[config.mk]
export PLATFORM = sky130hd
export DESIGN_NAME = enc_frame_scheduler
export DESIGN_NICKNAME = d
export VERILOG_FILES = /design/src/rtl/enc_frame_scheduler_pkg.sv /design/src/rtl/enc_frame_scheduler_tag.sv /design/src/rtl/enc_frame_scheduler.sv
export SDC_FILE = /design/constraint.sdc
export NUM_CORES = 1
export LEC_CHECK = 0
export CORE_ASPECT_RATIO = 1.2
export CORE_MARGIN = 3
export CORE_UTILIZATION = 45
export DETAILED_ROUTE_END_ITERATION = 12
export PLACE_DENSITY = 0.8
export SKIP_CTS_REPAIR_TIMING = 1
export SYNTH_ARGS = -nofsm -noshare
export SYNTH_HDL_FRONTEND = slang
export SYNTH_SLANG_ARGS = --single-unit
[constraint.sdc]
create_clock -name clk -period 2.37 [get_ports clk]
set_clock_uncertainty 0.05 [all_clocks]
set_input_delay 0.3555 -clock clk [delete_from_list [all_inputs] [get_ports clk]]
set_output_delay 0.3555 -clock clk [all_outputs]
set_load 0.01 [all_outputs]
[src/rtl/enc_frame_scheduler_pkg.sv]
// rtl/enc_frame_scheduler_pkg.sv - shared encoder constants and phase enums
package enc_frame_scheduler_pkg;

    localparam int ENC_SYM     = 2;
    localparam int EGF_DIM     = 4;
    localparam int RSC_MES_LEN = 8;

    typedef enum logic [1:0] {PRO_IDLE, PRO_LOAD, PRO_PARITY} pro_phase_t;
    typedef enum logic [1:0] {SEL_IDLE, SEL_MSG, SEL_PAR} sel_phase_t;
    typedef enum logic [1:0] {WAIT_SOF, BUSY, FILL} sch_phase_t;

endpackage

[src/rtl/enc_frame_scheduler_tag.sv]
// rtl/enc_frame_scheduler_tag.sv - sch_tag_delay: beat-enabled codeword tag delay line
module sch_tag_delay #(
    parameter int DEPTH = 3,
    parameter int OW    = 2
) (
    input  logic          clk,
    input  logic          rst,
    input  logic          en,
    input  logic          in_valid,
    input  logic [OW-1:0] in_owner,
    input  logic          in_fill,
    output logic          out_valid,
    output logic [OW-1:0] out_owner,
    output logic          out_fill
);

    logic [DEPTH-1:0] vld;
    logic [DEPTH-1:0] fil;
    logic [OW-1:0]    own [DEPTH];
    logic             fresh;

    logic [DEPTH-1:0] sh_v;
    logic [DEPTH-1:0] sh_f;
    logic [OW-1:0]    sh_o [DEPTH];

    always_comb begin
        sh_v    = '0;
        sh_f    = '0;
        sh_v[0] = in_valid;
        sh_f[0] = in_fill;
        sh_o[0] = in_owner;
        for (int i = 1; i < DEPTH; i++) begin
            sh_v[i] = vld[i-1];
            sh_f[i] = fil[i-1];
            sh_o[i] = own[i-1];
        end
    end

    // The last stage keeps owner/fill until a new tag lands so they hold between starts.
    always_ff @(posedge clk) begin
        if (rst) begin
            vld   <= '0;
            fil   <= '0;
            fresh <= 1'b0;
            for (int i = 0; i < DEPTH; i++) begin
                own[i] <= '0;
            end
        end else begin
            fresh <= en;
            if (en) begin
                vld <= sh_v;
                for (int i = 0; i < DEPTH; i++) begin
                    if (i < DEPTH - 1 || sh_v[i]) begin
                        own[i] <= sh_o[i];
                        fil[i] <= sh_f[i];
                    end
                end
            end
        end
    end

    // fresh suppresses a repeat pulse while a stall holds the last stage.
    assign out_valid = vld[DEPTH-1] & fresh;
    assign out_owner = own[DEPTH-1];
    assign out_fill  = fil[DEPTH-1];

endmodule

[src/rtl/enc_frame_scheduler.sv]
// rtl/enc_frame_scheduler.sv - round-robin frame scheduler feeding one shared encoder
module enc_frame_scheduler
    import enc_frame_scheduler_pkg::*;
#(
    parameter int NUM_REQ   = 4,
    parameter int MES_BEATS = RSC_MES_LEN / ENC_SYM,
    parameter int ENC_LAT   = 3
) (
    input  logic                                clk,
    input  logic                                rst,
    input  logic [NUM_REQ-1:0]                  req_valid,
    input  logic [NUM_REQ*ENC_SYM*EGF_DIM-1:0]  req_data,
    output logic [NUM_REQ-1:0]                  req_ready,
    input  logic                                enc_stall,
    input  logic                                enc_sof,
    output logic [ENC_SYM*EGF_DIM-1:0]          gen_data,
    output logic                                cw_start,
    output logic [$clog2(NUM_REQ)-1:0]          cw_owner,
    output logic                                cw_fill,
    output logic                                underrun,
    output logic                                sync_err
);

    localparam int BW = ENC_SYM * EGF_DIM;
    localparam int OW = $clog2(NUM_REQ);
    localparam int CW = $clog2(MES_BEATS + 1);

    sch_phase_t    state_q, state_d;
    logic [CW-1:0] beat_cnt, cnt_d;
    logic [OW-1:0] rr_ptr, rr_d;
    logic [OW-1:0] owner, owner_d;
    logic          underrun_d, sync_err_d;
    logic          accept, start;
    logic          found;
    logic [OW-1:0] gnt;
    int            cand;
    logic          tag_valid, tag_fill;
    logic [OW-1:0] tag_owner;
    logic [BW-1:0] req_beat [NUM_REQ];

    assign accept = ~enc_stall;
    assign start  = accept & enc_sof;

    always_comb begin
        for (int i = 0; i < NUM_REQ; i++) begin
            req_beat[i] = req_data[i*BW +: BW];
        end
    end

    // Search starts one past the last winner so every requester gets a turn.
    always_comb begin
        found = 1'b0;
        gnt   = '0;
        cand  = 0;
        for (int k = 1; k <= NUM_REQ; k++) begin
            cand = (int'(rr_ptr) + k) % NUM_REQ;
            if (!found && req_valid[OW'(cand)]) begin
                found = 1'b1;
                gnt   = OW'(cand);
            end
        end
    end

    always_comb begin
        state_d    = state_q;
        cnt_d      = beat_cnt;
        rr_d       = rr_ptr;
        owner_d    = owner;
        req_ready  = '0;
        gen_data   = '0;
        underrun_d = 1'b0;
        sync_err_d = 1'b0;
        tag_valid  = 1'b0;
        tag_owner  = '0;
        tag_fill   = 1'b0;
        if (start) begin
            // A sof mid-frame abandons the current frame and arbitrates afresh.
            sync_err_d = (state_q != WAIT_SOF);
            tag_valid  = 1'b1;
            cnt_d      = CW'(1);
            if (found) begin
                state_d        = BUSY;
                req_ready[gnt] = 1'b1;
                gen_data       = req_beat[gnt];
                rr_d           = gnt;
                owner_d        = gnt;
                tag_owner      = gnt;
            end else begin
                state_d  = FILL;
                tag_fill = 1'b1;
            end
        end else if (accept && state_q != WAIT_SOF) begin
            cnt_d = beat_cnt + CW'(1);
            if (state_q == BUSY) begin
                req_ready[owner] = 1'b1;
                if (req_valid[owner]) begin
                    gen_data = req_beat[owner];
                end else begin
                    underrun_d = 1'b1;
                end
            end
        end
        if (accept && state_d != WAIT_SOF && cnt_d == CW'(MES_BEATS)) begin
            state_d = WAIT_SOF;
            cnt_d   = '0;
        end
    end

    always_ff @(posedge clk) begin
        if (rst) begin
            state_q  <= WAIT_SOF;
            beat_cnt <= '0;
            rr_ptr   <= OW'(NUM_REQ - 1);
            owner    <= '0;
            underrun <= 1'b0;
            sync_err <= 1'b0;
        end else begin
            state_q  <= state_d;
            beat_cnt <= cnt_d;
            rr_ptr   <= rr_d;
            owner    <= owner_d;
            underrun <= underrun_d;
            sync_err <= sync_err_d;
        end
    end

    sch_tag_delay #(
        .DEPTH (ENC_LAT),
        .OW    (OW)
    ) u_tag_delay (
        .clk       (clk),
        .rst       (rst),
        .en        (accept),
        .in_valid  (tag_valid),
        .in_owner  (tag_owner),
        .in_fill   (tag_fill),
        .out_valid (cw_start),
        .out_owner (cw_owner),
        .out_fill  (cw_fill)
    );

endmodule

==> results.md, run 1 <==
* Outcome: finished, violations left
* Failing checks: setup timing
* CP max FO at 7
* DR DRC count at 0
* Pins Over Slew Limit at 0
* Largest net degree at the start of global routing at 15
* Via/cell ratio at 5.87
* Setup crit end: gen_data[5]
* Reg-to-Reg Start: state_q[1]
* Worst IR Drop VDD at 0.500 mV
* Vias in the first global route at 1556
* P_leak at 1.12 nW
* Clk sink count at 24
* ANT cells at 0
* Part of the cycle the worst path needs at 100%
* Layout Cells excl Fill at 273
* RSZ-0062 raised after global routing: yes
* Mux contribution to synthesized area at 25.4%
* Hold_ws at 0.414 ns
* Inst Count DP at 266
* Worst min-delay path category: reg2reg
* IO Port Bufs at 57
* Synth Area in Compound Gates at 15.8%
* Fin util at 72.6%
* Hold Fails Final Rpt at 0
* Final Setup Violations at 1
* Cells after Synth at 167
* Main combinational cell family by area after synthesis: multiplexers
* Chip height at 71.8 um
* Worst Max-Slew Pin Slew at 0.433 ns
* CORE AREA at 3400 um2
* Gr usage total at 21.2%
* Worst EP arrival at 1.97 ns
* IO Count at 58
* GRT overflow at 0
* Routed wire length at 4.67 mm
* Initial DRC Count at 111
* FF-to-FF path depth at 6
* Max-cap violations at 0
* Post-Synth Simple-Gate Area at 18.0%
* RR Endpoint: beat_cnt[0]
* Leading cell type in the layout, fill and taps excluded: clkdlybuf4s50_1
* CTS max path bufs at 2
* First-pass GRT wire length at 7.06 mm
* Syn_area_per_cell at 9.72 um2
* Vias at 1602
* Max_slew headroom at 71.1%
* Rows at 23
* CP Buf/Inv Count at 3
* Sequential share of the synthesized area at 33.3%
* RePlAce Congestion at 0.799
* Initial antenna violation count at 0
* DR WL/cell at 17.1 um
* Critical path depth at 8
* R2r setup slk at 0.66 ns
* Final WS setup at -0.0104 ns
* CP top delay family: compound AO/OA/AOI/OAI gates
* Slowest stage delay, CP at 0.40 ns
* Synthesized area at 1620 um2
* Post-DRT Antenna Nets at 0
* Commonest cells after routing, fill and taps aside: clkdlybuf4s50_1, mux2i_1, dfxtp_1, nand2_1
* Clock tree from TritonCTS: yes
* Num CTS Buffers at 3
* Filler Cells Inserted at 246
* Synthesis-stage register bit count at 24
* Die X at 60.8 um
* Share of cells above drive strength 1 at 22.0%
* DPL Wire Length at 3.39 mm
* Clock Latency Late Sink at 0.27 ns
* Crit path max-delay cell type: dfxtp_4
* Synth Warn # at 0
* Tmin final at 2.38 ns
* Synth unique cells at 37
* CP endpoint kind: primary output
* Syn Nets at 208
* Layout net count at 278
* CTS HTree Levels at 1
* Clk pin slew, worst setup/hold paths at 0.08 ns
* Adder-Cell Fraction of Synth Area at 0.771%
* Setup crit start: rr_ptr[1]
* Synth Area in XOR/XNOR at 0%
* Crit path cell chain: mux2i_2 > o22ai_2 > o21bai_4 > buf_8 > buf_12 > mux2i_1 > o221ai_1 > buf_2
* Kind of critical path: reg2out
* Initial core utilization at 47.8%
* Max Freq at 420 MHz
* WP data required at 1.96 ns
* Syn-to-layout area delta at 51.9%
* Drt first pass iters at 4
* CP Launch Type: flop
* Pwr/cell area at 469 nW/um2
* CTS Root Cell: clkbuf_8
* Die footprint at 4370 um2
-- per-layer routing --
metal / vias up / GRT usage (%) / wire (um)
met3: 12 / 3.96 / 175
li1: 778 / - / -
met2: 49 / 35.4 / 2430
met1: 763 / 27.2 / 1960
met5: - / 0 / 0
met4: 0 / 6.75 / 99
-- how the worst min path moves through the flow --
| stage | start | slack, ns | cells after the start | to |
|---|---|---|---|---|
| finish | u_tag_delay.fil[0] | 0.41 | 2 | u_tag_delay.fil[0] |
| global route | u_tag_delay.vld[2] | 0.45 | 2 | u_tag_delay.vld[2] |
| CTS | u_tag_delay.fil[0] | 0.42 | 2 | u_tag_delay.fil[0] |
| detailed placement | u_tag_delay.fil[0] | 0.40 | 2 | u_tag_delay.fil[0] |
| global placement | u_tag_delay.fil[0] | 0.39 | 2 | u_tag_delay.fil[0] |
| floorplan | u_tag_delay.fil[0] | 0.39 | 2 | u_tag_delay.fil[0] |
-- tightest hold or removal path, stage by stage, from the launching register on --
cell	delay (ns)
dfxtp_1	0.31
nand2_1	0.05
a21oi_1	0.05
-- cell families (layout without fill, tap and decap cells) --
group	after synthesis	count (layout)
adder cells (fa/ha/maj)	1	1
flip-flops	24	24
AO/OA/AOI/OAI	36	36
buffers and inverters	18	87
multiplexers	30	30
AND/OR/NAND/NOR	58	58
-- cell usage after synthesis --
cell / count / area share (%)
o221ai_1: 8 / 4.3
a41oi_1: 1 / 0.54
o211a_1: 1 / 0.62
nor3_1: 2 / 0.62
o21ai_0: 5 / 1.5
o211ai_1: 1 / 0.46
edfxtp_1: 6 / 11
buf_8: 1 / 0.92
nor4b_2: 1 / 0.92
o221a_2: 1 / 0.69
clkbuf_1: 3 / 0.69
or4b_1: 1 / 0.62
o22ai_1: 2 / 0.77
a31oi_1: 1 / 0.39
nand2b_1: 4 / 1.5
nor2_1: 15 / 3.5
nand2_1: 16 / 3.7
buf_4: 2 / 0.92
o21bai_2: 1 / 0.69
a22oi_1: 1 / 0.46
inv_1: 5 / 1.2
nand3_1: 10 / 3.1
mux2i_1: 21 / 13
a21boi_0: 2 / 0.92
o32ai_1: 1 / 0.54
ha_1: 1 / 0.77
dfxtp_1: 18 / 22
buf_2: 5 / 1.5
nor2b_4: 1 / 0.85
mux4_2: 9 / 12
a31o_1: 1 / 0.54
a2bb2oi_1: 1 / 0.54
or2_1: 1 / 0.39
and2b_2: 1 / 0.54
buf_6: 2 / 1.4
and2_1: 6 / 2.3
a21oi_1: 9 / 2.8
-- stage by stage --
step	power, mW	cell area [um2]	setup TNS [ns]	setup WS, ns
floorplan	0.627	1620	0	0.513
global placement	0.767	2300	-4.96	-0.447
detailed placement	0.778	2300	-5.85	-0.550
CTS	1.14	2370	-5.99	-0.562
global route	1.21	2460	-0.293	-0.0889
finish	1.16	2460	-0.0104	-0.0104
-- power breakdown --
part | switching [mW] | total (mW) | internal, mW
clock network | 0.132 | 0.358 | 0.226
logic | 0.146 | 0.348 | 0.202
registers | 0.0132 | 0.449 | 0.436
total | 0.291 | 1.16 | 0.864
-- cell type report --
| type | count | area (um2) | share of cell area (%) |
|---|---|---|---|
| flip-flops and latches | 24 | 544 | 22.1 |
| well taps | 37 | 46.3 | 1.88 |
| repair buffers | 78 | 767 | 31.1 |
| clock inverters | 1 | 30.0 | 1.22 |
| clock buffers | 3 | 41.3 | 1.68 |
| multi-input cells | 125 | 1020 | 41.3 |
| inverters | 5 | 18.8 | 0.761 |
-- flip-flops by register name (all words and copies together), names as in the netlist --
name,cells
beat_cnt,3
owner,2
rr_ptr,2
state_q,2
sync_err,1
u_tag_delay.fil,3
u_tag_delay.fresh,1
u_tag_delay.own,6
u_tag_delay.vld,3
underrun,1
(Power assumes the default switching activity.)
==> run 2: changes to the inputs <==
- clock period: 2.37 -> 2.7 ns (I/O delays scaled with it)
==> results.md, run 2 (synthesis gave the netlist of run 1 again) <==
* Outcome: complete, no violations
* Vias in the first global route at 1583 (+1.7%)
* Gr usage total at 21.3% (+0.11 points)
* Gate power share at 32.8% (+2.6 points)
* Reg-to-Reg Start: beat_cnt[0]
* Routed wire length at 4.58 mm (-1.8%)
* RSZ-0062 raised after global routing: no
* P_leak at 1.16 nW (+3.3%)
* ANT cells at 0 (unchanged)
* Rows at 23 (unchanged)
* Worst IR Drop VDD at 0.329 mV (-34%)
* Sw frac at 26.5% (+1.3 points)
* Kind of critical path: reg2out
* Pins Over Slew Limit at 0 (unchanged)
* Max-cap violations at 0 (unchanged)
* DR DRC count at 0 (unchanged)
* Tmin final at 2.60 ns
* Hold Fails Final Rpt at 0 (unchanged)
* RR Endpoint: beat_cnt[0]
* Max_slew headroom at 65.4% (-5.7 points)
* Via/cell ratio at 5.91 (+0.69%)
* Commonest cells after routing, fill and taps aside: clkdlybuf4s50_1, mux2i_1, buf_4, dfxtp_1, nand2_1
* Worst Max-Slew Pin Slew at 0.517 ns (+0.0850 ns)
* Syn-to-layout area delta at 49.0%
* CP endpoint kind: primary output
* RePlAce Congestion at 0.803 (+0.56%)
* CTS Root Cell: clkbuf_8
* Worst min-delay path category: reg2reg
* R2r setup slk at 1.01 ns (+0.35 ns)
* Clock Latency Late Sink at 0.26 ns (about the same)
* First-pass GRT wire length at 7.20 mm (+2.0%)
* Final non-filler cell area at 2420 um2 (-1.9%)
* Hold Startpoint: u_tag_delay.fil[0]
* Num CTS Buffers at 3 (unchanged)
* Clk sink count at 24 (unchanged)
* GRT overflow at 0 (unchanged)
* Largest net degree at the start of global routing at 15 (unchanged)
* Setup crit end: gen_data[1]
* Share of cells above drive strength 1 at 19.1% (-3.0 points)
* CP max FO at 8 (+1)
* Part of the cycle the worst path needs at 96.3%
* Clock tree from TritonCTS: yes
* Max Freq at 385 MHz
* Biggest register: u_tag_delay.own
* Chip height at 71.8 um (unchanged)
* CP Launch Type: flop
* Initial DRC Count at 98 (-12%)
* Flop pwr share at 44.1% (+5.2 points)
* Initial core utilization at 47.8% (unchanged)
* Clock power frac at 23.1% (-7.9 points)
* Pwr/cell area at 372 nW/um2 (-21%)
* Die X at 60.8 um (unchanged)
* Die footprint at 4370 um2 (unchanged)
* Drt first pass iters at 4 (unchanged)
* IO Port Bufs at 57 (unchanged)
* WP data required at 2.25 ns (+0.29 ns)
* CTS max path bufs at 2 (unchanged)
* Worst EP arrival at 2.14 ns (+0.17 ns)
* Post-route total power at 0.900 mW (-22%)
* P_int at 0.661 mW (-23%)
* Placed instance area at 2260 um2 (-1.5%)
* CORE AREA at 3400 um2 (unchanged)
* DR WL/cell at 16.8 um (-1.8%)
* Final Setup Violations at 0 (-1)
* Leading cell type in the layout, fill and taps excluded: clkdlybuf4s50_1
* Psw at 0.239 mW (-18%)
* Clk pin slew, worst setup/hold paths at 0.08 ns (about the same)
* CTS HTree Levels at 1 (unchanged)
* Initial antenna violation count at 0 (unchanged)
* Vias at 1613 (+0.69%)
* Max reg flops at 6 (unchanged)
* FF-to-FF path depth at 6 (unchanged)
* Setup crit start: rr_ptr[1]
* IO Count at 58 (unchanged)
* Layout net count at 278 (unchanged)
* DPL Wire Length at 3.46 mm (+2.1%)
* Post-DRT Antenna Nets at 0 (unchanged)
==> run 2: per-stage QoR <==
step           utilization (%)  cells  setup WS, ns  hold WS (ns)  setup TNS (ns)
6_report                  71.2    273         0.100         0.411               0
5_1_grt                   71.2    273        0.0172         0.453               0
2_1_floorplan                -    167         0.748         0.386               0
4_1_cts                   68.0    267        -0.383         0.414           -3.39
3_3_place_gp              66.7    263        -0.220         0.395           -2.21
3_5_place_dp              66.7    263        -0.367         0.403           -3.22
==> run 2: worst min path at each step <==
stage | cells past startpoint | endpoint | slack [ns]
floorplan | 2 | u_tag_delay.fil[0] | 0.39
global placement | 2 | u_tag_delay.fil[0] | 0.40
detailed placement | 2 | u_tag_delay.fil[0] | 0.40
CTS | 2 | u_tag_delay.fil[0] | 0.41
global route | 2 | u_tag_delay.fil[0] | 0.45
finish | 2 | u_tag_delay.fil[0] | 0.41
==> run 2: per-layer routing <==
layer | global-route usage [%] | vias to the layer above | part of all wire [%]
li1 | - | 763 | -
met1 | 26.8 | 809 | 41
met2 | 37.2 | 35 | 55
met3 | 4.32 | 6 | 3.1
met4 | 4.10 | 0 | 1.2
met5 | 0 | - | 0
==> run 2: power groups by stage <==
stage	clock network (mW)	logic, mW	registers [mW]
detailed placement	0	0.274	0.403
global placement	0	0.264	0.402
CTS	0.214	0.275	0.395
global route	0.230	0.316	0.399
floorplan	0	0.153	0.397
finish	0.208	0.295	0.397
==> run 2: final cells by class <==
class	instances	area, um2
Multi-Input combinational cell	125	1000
Fill cell	256	977
Timing Repair Buffer	78	766
Sequential cell	24	542
Tap cell	37	46.3
Clock buffer	4	45.0
Inverter	5	18.8
==> run 2: worst max-delay path, stage by stage (launching register included) <==
cell and delay (ns):
dfxtp_2 0.42, mux2i_1 0.25, o22ai_2 0.11, o21bai_2 0.23, buf_6 0.16, buf_4 0.14, buf_4 0.13, mux2i_1 0.13
o221ai_2 0.17, clkbuf_2 0.17
==> run 3: changes to the inputs <==
- CORE_UTILIZATION: 45 -> 48
- PLACE_DENSITY: 0.8 -> 0.85
- clock period: 2.7 -> 3.05 ns (I/O delays scaled with it)
==> results.md, run 3 (synthesis gave the netlist of run 1 again) <==
* Outcome: complete, no violations
* Kind of critical path: in2out
* P_int at 0.618 mW (-6.5%)
* Num CTS Buffers at 3 (unchanged)
* WP data required at 2.54 ns (+0.29 ns)
* Via/cell ratio at 6.08 (+2.9%)
* Max reg flops at 6 (unchanged)
* DR WL/cell at 16.8 um (+0.37%)
* Initial antenna violation count at 0 (unchanged)
* Crit path cell chain: clkdlybuf4s50_1 > mux2i_1 > o22ai_1 > o21bai_2 > buf_12 > mux2i_1 > o221ai_1 > clkdlybuf4s50_1
* Inst Count DP at 255 (-3.0%)
* CP Buf/Inv Count at 3 (-1)
* Tmin final at 2.99 ns
* CP endpoint kind: primary output
* Filler Cells Inserted at 232 (-9.4%)
* Reg-to-Reg Start: rr_ptr[1]
* ANT cells at 0 (unchanged)
* First-pass GRT wire length at 7.16 mm (-0.47%)
* DR DRC count at 0 (unchanged)
* Pins Over Slew Limit at 0 (unchanged)
* Biggest register: u_tag_delay.own
* Vias in the first global route at 1640 (+3.6%)
* Gr usage total at 21.8% (+0.45 points)
* Largest net degree at the start of global routing at 21 (+6)
* Part of the cycle the worst path needs at 97.9%
* CORE AREA at 3140 um2 (-7.6%)
* IO Port Bufs at 57 (unchanged)
* Multi-input gate area at 983 um2 (-1.8%)
* Max_slew headroom at 59.9% (-5.5 points)
* DPL Wire Length at 3.40 mm (-1.8%)
* Crit path max-delay cell type: clkdlybuf4s50_1
* GRT overflow at 0 (unchanged)
* WHS Path Cells at 2 (unchanged)
* Psw at 0.212 mW (-11%)
* Gate power share at 30.1% (-2.7 points)
* Fin util at 74.6% (+3.4 points)
* Syn-to-layout area delta at 44.3%
* Sw frac at 25.5% (-1.0 points)
* Die footprint at 4120 um2 (-5.7%)
* Rows at 22 (-4.3%)
* Hold Startpoint: u_tag_delay.fil[0]
* CTS Root Cell: clkbuf_4
* Final Setup Violations at 0 (unchanged)
* Hold_ws at 0.425 ns (+0.0142 ns)
* CTS HTree Levels at 1 (unchanged)
* Hold Fails Final Rpt at 0 (unchanged)
* Reg area at 542 um2 (unchanged)
* Share of cells above drive strength 1 at 14.2% (-4.8 points)
* Pwr/cell area at 355 nW/um2 (-4.7%)
* FF-to-FF path depth at 7 (+1)
* Leading cell type in the layout, fill and taps excluded: clkdlybuf4s50_1
* Clk sink count at 24 (unchanged)
* CP Launch Type: input pin
* Worst EP arrival at 2.48 ns (+0.34 ns)
* Initial core utilization at 51.7% (+3.9 points)
* P_leak at 1.05 nW (-9.4%)
* Clock Latency Late Sink at 0.31 ns (+0.05 ns)
* Worst Max-Slew Pin Slew at 0.601 ns (+0.0838 ns)
* Chip height at 69.7 um (-2.9%)
* IO Count at 58 (unchanged)
* Clock power frac at 27.3% (+4.2 points)
* CP top delay family: buffers and inverters
* RePlAce Congestion at 0.862 (+7.3%)
* Flop pwr share at 42.6% (-1.5 points)
* Hold Path Sink: u_tag_delay.fil[0]
* Drt first pass iters at 5 (+1)
* Worst min-delay path category: reg2reg
* Vias at 1587 (-1.6%)
* Max Freq at 335 MHz
* Layout Cells excl Fill at 261 (-4.4%)
* CP max FO at 10 (+2)
* Die X at 59.1 um (-2.9%)
* Layout net count at 267 (-4.0%)
* Post-DRT Antenna Nets at 0 (unchanged)
* Commonest cells after routing, fill and taps aside: clkdlybuf4s50_1, mux2i_1, dfxtp_1, nor2_1, nand2_1
* Initial DRC Count at 78 (-20%)
* Max-cap violations at 0 (unchanged)
* Slowest stage delay, CP at 0.56 ns (+0.14 ns)
* RR Endpoint: owner[0]
* Clk pin slew, worst setup/hold paths at 0.12 ns (+0.04 ns)
* Worst IR Drop VDD at 0.390 mV (+19%)
* R2r setup slk at 1.22 ns (+0.21 ns)
* CTS max path bufs at 2 (unchanged)
* Clock tree from TritonCTS: yes
* Routed wire length at 4.39 mm (-4.0%)
run 3: cell count changes in the layout (fill, tap and decap cells not counted), moves of 2 or more:
cell	before	now
buf_4	19	8
buf_6	2	0
clkbuf_4	0	3
clkbuf_8	3	0
clkdlybuf4s50_1	42	47
dlymetal6s2s_1	14	10
run 3: worst max path at each step:
stage / slack (ns) / start / cells after the start / endpoint
6_report: 0.06 / req_valid[3] / 8 / gen_data[0]
5_1_grt: -0.01 / req_valid[2] / 8 / gen_data[0]
4_1_cts: -0.06 / req_valid[2] / 8 / gen_data[5]
3_5_place_dp: -0.06 / req_valid[2] / 8 / gen_data[2]
3_3_place_gp: 0.03 / req_valid[0] / 7 / gen_data[3]
2_1_floorplan: 0.99 / enc_sof / 6 / gen_data[0]
run 3: per-layer routing:
layer / vias to the layer above / part of all wire, % / track usage [%]
met1: 731 / 36 / 25.1
met3: 13 / 9.0 / 5.21
met5: - / 0 / 0
met2: 97 / 52 / 38.1
met4: 0 / 2.0 / 7.30
li1: 746 / - / -
run 3: area by class of cell:
type | count | share of cell area (%)
well taps | 36 | 1.92
multi-input cells | 125 | 42.0
flip-flops and latches | 24 | 23.1
inverters | 5 | 0.801
repair buffers | 67 | 29.9
clock buffers | 3 | 0.962
clock inverters | 1 | 1.28
run 3: power groups by stage:
stage	Clock (mW)	Sequential (mW)	Combinational, mW
after floorplan	0	0.352	0.135
after CTS	0.229	0.353	0.237
after detailed placement	0	0.361	0.236
final	0.227	0.354	0.250
after global placement	0	0.360	0.226
after global routing	0.239	0.356	0.268
run 3: per-stage QoR:
stage / TNS [ns] / worst slack [ns] / power (mW) / cell area [um2]
after detailed placement: -0.102 / -0.0563 / 0.597 / 2220
after global routing: -0.0136 / -0.0136 / 0.863 / 2340
after global placement: 0 / 0.0261 / 0.586 / 2220
final: 0 / 0.0635 / 0.830 / 2340
after floorplan: 0 / 0.993 / 0.487 / 1620
after CTS: -0.137 / -0.0624 / 0.820 / 2270
run 3: worst reg2reg max path: stages (launching register included):
cell       delay (ns)
dfxtp_1          0.49
mux2i_1          0.24
o22ai_1          0.10
o21bai_2         0.24
buf_4            0.15
clkbuf_16        0.16
nor2b_4          0.13
a31o_1           0.18
